$ cat src/rtl/rf_synth_prog.sv
// rf_synth_prog: hop channel -> RF synth frequency word, 3-wire serializer, settle timer.
// Define SYNTH_LOCKDET_EN to replace the fixed settle timer with lock-detect wait.
module rf_synth_prog #(
  parameter int         CLKDIV      = 3,
  parameter logic [3:0] SYN_ADDR    = 4'h5,
  parameter int         RX_IF_MHZ   = 2,
  parameter int         SETTLE_CYC  = 900,
  parameter int         LOCK_TO_CYC = 1200
) (
  input  logic        clk_6M,
  input  logic        rstz,
  input  logic        fk_chg_p,
  input  logic [6:0]  fk,
  input  logic        txmode,
  input  logic        lock_det,
  output logic        spi_clk,
  output logic        spi_data,
  output logic        spi_le,
  output logic        busy,
  output logic        synth_ready,
  output logic        synth_ready_p,
  output logic        fk_err_p,
`ifdef SYNTH_LOCKDET_EN
  output logic        lock_err,
`endif
  output logic [11:0] cur_freq
);

  typedef enum logic [2:0] {
    IDLE, LOAD, SHIFT, LATCH, SETTLE
  } state_e;

  localparam int MAXC = (SETTLE_CYC > LOCK_TO_CYC)
                      ? SETTLE_CYC : LOCK_TO_CYC;
  localparam int CW   = $clog2(MAXC + 1);

  state_e        state_q, state_d;
  logic [CW-1:0] cnt_q, cnt_d;
  logic [3:0]    bit_q, bit_d;
  logic [15:0]   sh_q, sh_d;
  logic          pend_q, pend_d;
  logic [6:0]    pfk_q, pfk_d;
  logic          ptx_q, ptx_d;
  logic          rdy_q, rdy_d;
  logic          err_q, err_d;
  logic [11:0]   freq_q, freq_d;

  logic          acc;
  logic          rej;
  logic          done;
  logic [11:0]   freq_w;

  assign acc = fk_chg_p && (fk <= 7'd78);
  assign rej = fk_chg_p && !acc;

  assign freq_w = 12'd2402 + {5'd0, pfk_q}
                - (ptx_q ? 12'd0 : 12'(RX_IF_MHZ));

`ifdef SYNTH_LOCKDET_EN
  logic ls1_q, ls2_q;
  logic lerr_q, lerr_d;
  logic locked;
  logic tmo;

  // Lock only counts once the minimum dwell has elapsed
  assign locked = ls2_q && (cnt_q >= CW'(15));
  assign tmo    = cnt_q == CW'(LOCK_TO_CYC - 1);
  assign done   = locked || tmo;

  always_ff @(posedge clk_6M or negedge rstz) begin
    if (!rstz) begin
      ls1_q  <= 1'b0;
      ls2_q  <= 1'b0;
      lerr_q <= 1'b0;
    end else begin
      ls1_q  <= lock_det;
      ls2_q  <= ls1_q;
      lerr_q <= lerr_d;
    end
  end

  always_comb begin
    lerr_d = lerr_q;
    if (state_q == LOAD)
      lerr_d = 1'b0;
    else if (state_q == SETTLE && tmo && !locked)
      lerr_d = 1'b1;
  end

  assign lock_err = lerr_q;
`else
  logic unused_lock_det;
  assign unused_lock_det = lock_det;
  assign done = cnt_q == CW'(SETTLE_CYC - 1);
`endif

  always_comb begin
    state_d = state_q;
    cnt_d   = cnt_q;
    bit_d   = bit_q;
    sh_d    = sh_q;
    pend_d  = pend_q;
    pfk_d   = pfk_q;
    ptx_d   = ptx_q;
    rdy_d   = rdy_q;
    freq_d  = freq_q;
    err_d   = rej;
    if (acc) begin
      pfk_d = fk;
      ptx_d = txmode;
    end
    unique case (state_q)
      IDLE: begin
        if (acc) state_d = LOAD;
      end
      LOAD: begin
        sh_d    = {SYN_ADDR, freq_w};
        freq_d  = freq_w;
        rdy_d   = 1'b0;
        pend_d  = acc;
        cnt_d   = '0;
        bit_d   = '0;
        state_d = SHIFT;
      end
      SHIFT: begin
        if (acc) pend_d = 1'b1;
        if (cnt_q == CW'(2 * CLKDIV - 1)) begin
          cnt_d = '0;
          sh_d  = {sh_q[14:0], 1'b0};
          bit_d = bit_q + 4'd1;
          if (bit_q == 4'd15) state_d = LATCH;
        end else begin
          cnt_d = cnt_q + 1'b1;
        end
      end
      LATCH: begin
        if (acc) pend_d = 1'b1;
        if (cnt_q == CW'(CLKDIV - 1)) begin
          cnt_d   = '0;
          state_d = (pend_q || acc) ? LOAD : SETTLE;
        end else begin
          cnt_d = cnt_q + 1'b1;
        end
      end
      SETTLE: begin
        cnt_d = cnt_q + 1'b1;
        // A new request on terminal count keeps ready low afterwards
        if (done) begin
          rdy_d   = !acc;
          state_d = acc ? LOAD : IDLE;
        end else if (acc) begin
          state_d = LOAD;
        end
      end
      default: state_d = IDLE;
    endcase
  end

  always_ff @(posedge clk_6M or negedge rstz) begin
    if (!rstz) begin
      state_q <= IDLE;
      cnt_q   <= '0;
      bit_q   <= '0;
      sh_q    <= '0;
      pend_q  <= 1'b0;
      pfk_q   <= '0;
      ptx_q   <= 1'b0;
      rdy_q   <= 1'b0;
      err_q   <= 1'b0;
      freq_q  <= '0;
    end else begin
      state_q <= state_d;
      cnt_q   <= cnt_d;
      bit_q   <= bit_d;
      sh_q    <= sh_d;
      pend_q  <= pend_d;
      pfk_q   <= pfk_d;
      ptx_q   <= ptx_d;
      rdy_q   <= rdy_d;
      err_q   <= err_d;
      freq_q  <= freq_d;
    end
  end

  assign busy          = state_q != IDLE;
  assign spi_data      = (state_q == SHIFT) && sh_q[15];
  assign spi_clk       = (state_q == SHIFT) && (cnt_q >= CW'(CLKDIV));
  assign spi_le        = state_q == LATCH;
  assign synth_ready_p = (state_q == SETTLE) && done;
  assign synth_ready   = rdy_q || synth_ready_p;
  assign fk_err_p      = err_q;
  assign cur_freq      = freq_q;

endmodule

$ cat config.mk
export PLATFORM = sky130hd
export DESIGN_NAME = rf_synth_prog
export DESIGN_NICKNAME = d
export VERILOG_FILES = /design/src/rtl/rf_synth_prog.sv
export SDC_FILE = /design/constraint.sdc
export NUM_CORES = 1
export LEC_CHECK = 0
export CAP_MARGIN = 20
export CORE_ASPECT_RATIO = 1.2
export CORE_MARGIN = 2
export CORE_UTILIZATION = 35
export CTS_CLUSTER_DIAMETER = 30
export DETAILED_ROUTE_END_ITERATION = 16
export DONT_BUFFER_PORTS = 1
export PLACE_DENSITY = 0.47
export SLEW_MARGIN = 20
export SYNTH_ARGS = -nofsm -noshare
export SYNTH_HDL_FRONTEND = slang
export SYNTH_SLANG_ARGS = --single-unit
$ cat constraint.sdc
create_clock -name clk_6M -period 2.7 [get_ports clk_6M]
set_clock_uncertainty 0.2 [all_clocks]
set_input_delay 0.405 -clock clk_6M [delete_from_list [all_inputs] [get_ports clk_6M]]
set_output_delay 0.405 -clock clk_6M [all_outputs]
set_load 0.01 [all_outputs]
* Word level (Yosys, flattened, before mapping) *
Index checks and enable logic that the tools add are counted.
W data, S select, Z words.

word-level totals
  bits in registers = 57
  bits of input ports = 12
  output and inout port bits = 19
  logic and storage cells = 68

operators by class
  add/sub/neg operators = 4
  order comparisons = 2
  equality and inequality tests = 13
  mux-type cells = 20
  reductions and logical operators = 19

operator list
  operator                 count
  $pmux W11 S4             1
  $pmux W16 S2             1
  $mux W11                 2
  $mux W3                  6
  $mux W16                 1
  $pmux W3 S5              1
  $add A12 B7 Y12 const A  1
  $sub A12 B2 Y12          1
  $add A11 B1 Y11 const B  1
  $eq A11 B10 Y1 const B   1
  $eq A11 B2 Y1 const B    1
  $eq A11 B3 Y1 const B    1
  $ge A11 B2 Y1 const B    1
  $pmux W4 S2              1
  $le A7 B7 Y1 const B     1
  $eq A3 B2 Y1 const B     2
  $ne A2 B2 Y1 const B     3
  $reduce_and A2 Y1        3
  $reduce_bool A2 Y1       3
  $logic_and A1 B1 Y1      5
  $add A4 B1 Y4 const B    1
  $eq A4 B4 Y1 const B     1
  $mux W4                  1
  $ne A2 B1 Y1 const B     2
  other kinds (12)         16

* Longest topological paths before layout *
  word-level depth = 6
  gate-level depth with buffers = 9
  mapped depth without buffers = 9

* Worst setup path after synthesis *
Ideal clock, no wire load.

  kind = flip-flop to output port
  start = reg cnt_q[3]
  end = out synth_ready
  arrival = 1.710 ns
  data required time = 2.095 ns
  setup slack = 0.385 ns
  cell stages (with the launch flop) = 5
  path buffers = 0
  cells stage by stage = dfrtp_1 or4_1 nor4_1 and2b_1 or2_2

on the way
  word-level cells in the longest chain between the ends = 3

RTL lines
  what                     line  text
  from (decl)              38    logic [CW-1:0] cnt_q, cnt_d;
  from (signal assigned)   173   cnt_q <= cnt_d;
  $eq A11 B10 Y1           94    assign done = cnt_q == CW'(SETTLE_CYC - 1);
  $logic_and A1 B1 Y1      189   assign synth_ready_p = (state_q == SETTLE) && done;
  named net synth_ready_p  21    output logic synth_ready_p,
  $logic_or A1 B1 Y1       190   assign synth_ready = rdy_q || synth_ready_p;
  to (decl)                20    output logic synth_ready,

The timed path passes the listed nets, and every way through them passes these cells.

* Worst setup path in the final report *
  start = reg cnt_q[3]
  end = out synth_ready

on the way
  word-level cells in the longest chain between the ends = 3

RTL lines
  what                 line
  $eq A11 B10 Y1       94
  $logic_and A1 B1 Y1  189
  $logic_or A1 B1 Y1   190

Every way passes these cells.

==> impl_metrics.json <==
{
  "placed_area_mm2": 0.00288,
  "clock_sinks": 54,
  "min_period_ns": 2.60,
  "crit_fanout": 6,
  "antenna_found_initial": 0,
  "hold_class": "input pin to flop",
  "htreeDepth": 2,
  "grt_usage": 0.151,
  "cp_slowest_stage_delay_ns": 0.59,
  "end_kind": "output pin",
  "via_per_inst": 5.20,
  "max_freq_mhz": 384,
  "irDropWorstVdd_v": 0.000510,
  "ys_ff_latch": 54,
  "clockBufferDepth": 2,
  "hold_path_depth": 2,
  "place_ws_ns": 0.251,
  "grt_pass1_wl_um": 10400,
  "dieHeight_um": 102,
  "regArea_mm2": 0.00135,
  "overflow": 0,
  "fill_cells": 789,
  "hpwl_um": 4080,
  "path_clk_slew_ns": 0.10,
  "finalHoldViolations": 0,
  "grt_max_degree": 55,
  "required_ns": 2.10,
  "core_mm2": 0.00771,
  "area_growth_pct": 8.49,
  "finalSetupTns_ns": 0,
  "synth_area_per_cell_um2": 9.34,
  "grt_pass1_vias": 2078,
  "maxCapViolations": 0,
  "synth_flop_cell": "dfrtp_1",
  "worst_slew_pin_slew_ns": 0.866,
  "dr.pass1.iters": 4,
  "antenna_left": 0,
  "fin_area_mm2": 0.00304,
  "timing_max_transition_violations_final": 0,
  "multi_input_area_mm2": 0.00132,
  "total_power_mw": 2.80,
  "critPathBufInv": 0,
  "portBuffers": 0,
  "drc": 0,
  "initial_core_util": 0.363,
  "yosysSeqAreaShare": 0.482,
  "cp.depth": 4,
  "cts_buffers": 5,
  "crit_family": "simple AND/OR/NAND/NOR gates",
  "finalCritPeriodShare": 0.963,
  "worst_ep_arrival_time_ns": 2.00,
  "wirelength_um": 5940,
  "drt_iter0_markers": 115,
  "crit_slowest_cell": "or4_4",
  "dp_cells": 384,
  "startpoint_type": "flop",
  "die_w_um": 85.7,
  "avgRoutedWirePerCell_um": 15.0,
  "worst_slack_ns": 0.0990,
  "synth_top_area_cell": "dfrtp_1",
  "power.leakage_nw": 1.39,
  "placementRows": 35,
  "ios": 31,
  "power_density_mw_per_mm2": 922,
  "synth-edff-count": 0,
  "synth_area_mm2": 0.00280,
  "cts-root-buf": "clkbuf_8",
  "max_slew_margin": 0.421,
  "outcome": "finished clean",
  "yosysWarnings": 0,
  "finalSetupViolations": 0,
  "drive_gt1_frac": 0.0921,
  "synth_area_leaders": "dfrtp_1, nand2_1, ha_1, o21ai_0, nor2_1",
  "n_antenna_cell": 0,
  "synth_cells": 300,
  "rr_worst_depth": 6,
  "synth-async-reset-ratio": 1.00,
  "synthDistinctLibCells": 50,
  "rsz0062_at_grt": "false",
  "yosysMostFrequentCell": "nand2_1",
  "final_cell_count_no_fill": 396,
  "vias": 2059,
  "clk_latency_ns": 0.31,
  "synthTopCellsByCount": "nand2_1, dfrtp_1, nor2_1",
  "worstSetupPathType": "flop to output pin",
  "cts_tree": "built",
  "synth_top_area_share": 0.482,
  "finalNetCount": 325,
  "path_cells": "or4_4 -> nor4_4 -> and2b_1 -> or2_2",
  "place_congestion": 0.746,
  "die_area_mm2": 0.00874
}
## worst register-to-register path, cell delays in order (launching register included)
cell	delay (ns)
dfrtp_1	0.45
or4_4	0.59
buf_4	0.17
a211oi_1	0.25
nand2_1	0.09
a21oi_1	0.42
nor2_1	0.10
## area by class of cell
class,instances,area share
inverters,12,0.0148
clock buffers,6,0.0239
multi-input cells,217,0.433
well taps,92,0.0379
flip-flops and latches,54,0.445
clock inverters,2,0.00453
repair buffers,13,0.0412
## where the power goes
group          switching, mW  internal (mW)
Sequential             0.210           1.03
Combinational          0.673          0.429
Clock                  0.273          0.184
Total                   1.16           1.65
## through the flow
| step | hold slack, ns | util |
|---|---|---|
| 5_1_grt | 0.00799 | 0.394 |
| 4_1_cts | 0.00526 | 0.394 |
| 2_1_floorplan | -0.0906 | - |
| 3_3_place_gp | -0.0886 | 0.373 |
| 3_5_place_dp | -0.0884 | 0.373 |
| 6_report | 0.0158 | 0.394 |
## what timing repair did
| item | CTS | global route |
|---|---|---|
| endpoints found under the hold margin | 56 | 0 |
| gates resized for setup | 2 | 1 |
| setup endpoints to repair | 2 | 1 |
| buffers inserted | 0 | 0 |
| hold buffers | 4 | 0 |
| pin swaps | 0 | 0 |
## registers in the layout (all words and copies together), names as in the netlist, 3 cells and up
name,count
cur_freq,9
pfk_q,7
bit_q,4
state_q,3
cnt_q,11
sh_q,16
## final timing paths
kind                            slack [ns]      from     endpoint
min in group asynchronous             0.47      rstz     bit_q[3]
worst max-delay path                   0.1  cnt_q[3]  synth_ready
max in group asynchronous             1.60      rstz     cnt_q[8]
worst max register to register        0.31  cnt_q[3]     cnt_q[7]
worst min-delay path                  0.02     fk[2]     pfk_q[2]
worst min register to register        0.28   sh_q[9]     sh_q[10]
## metal layers
layer / part of all wire / vias up / global-route usage
met4: 0.020 / 0 / 0.0537
met5: 0 / - / 0
met3: 0.033 / 9 / 0.0355
li1: - / 1024 / -
met2: 0.48 / 26 / 0.246
met1: 0.47 / 1000 / 0.197
## cell usage in the layout (no fill, tap or decap), types with 2 or more instances in the layout
cell / n
nand2_1: 58
dlygate4sd3_1: 3
nand4_1: 4
xnor2_1: 4
nor2_1: 26
o21ai_0: 22
a21oi_1: 9
a31oi_1: 2
conb_1: 2
nand2b_1: 7
dfrtp_1: 54
nor4_4: 2
nand3b_1: 2
mux2i_1: 5
clkbuf_8: 5
xor2_1: 7
o31ai_1: 2
maj3_1: 2
nor3_1: 9
buf_4: 9
inv_1: 12
mux2_2: 3
o22ai_1: 3
a211oi_1: 6
ha_1: 9
and3_1: 4
nand3_1: 7
## logic make-up after synthesis
logic type	share of synthesized area
and+or+nand+nor	0.219
muxes	0.0299
AOI/OAI and AO/OA	0.123
other	0.00134
buffers and inverters	0.0558
adders and majority gates	0.0545
xor gates and xnor gates	0.0344
DFF	0.482
Power figures use the tool's default switching activity.
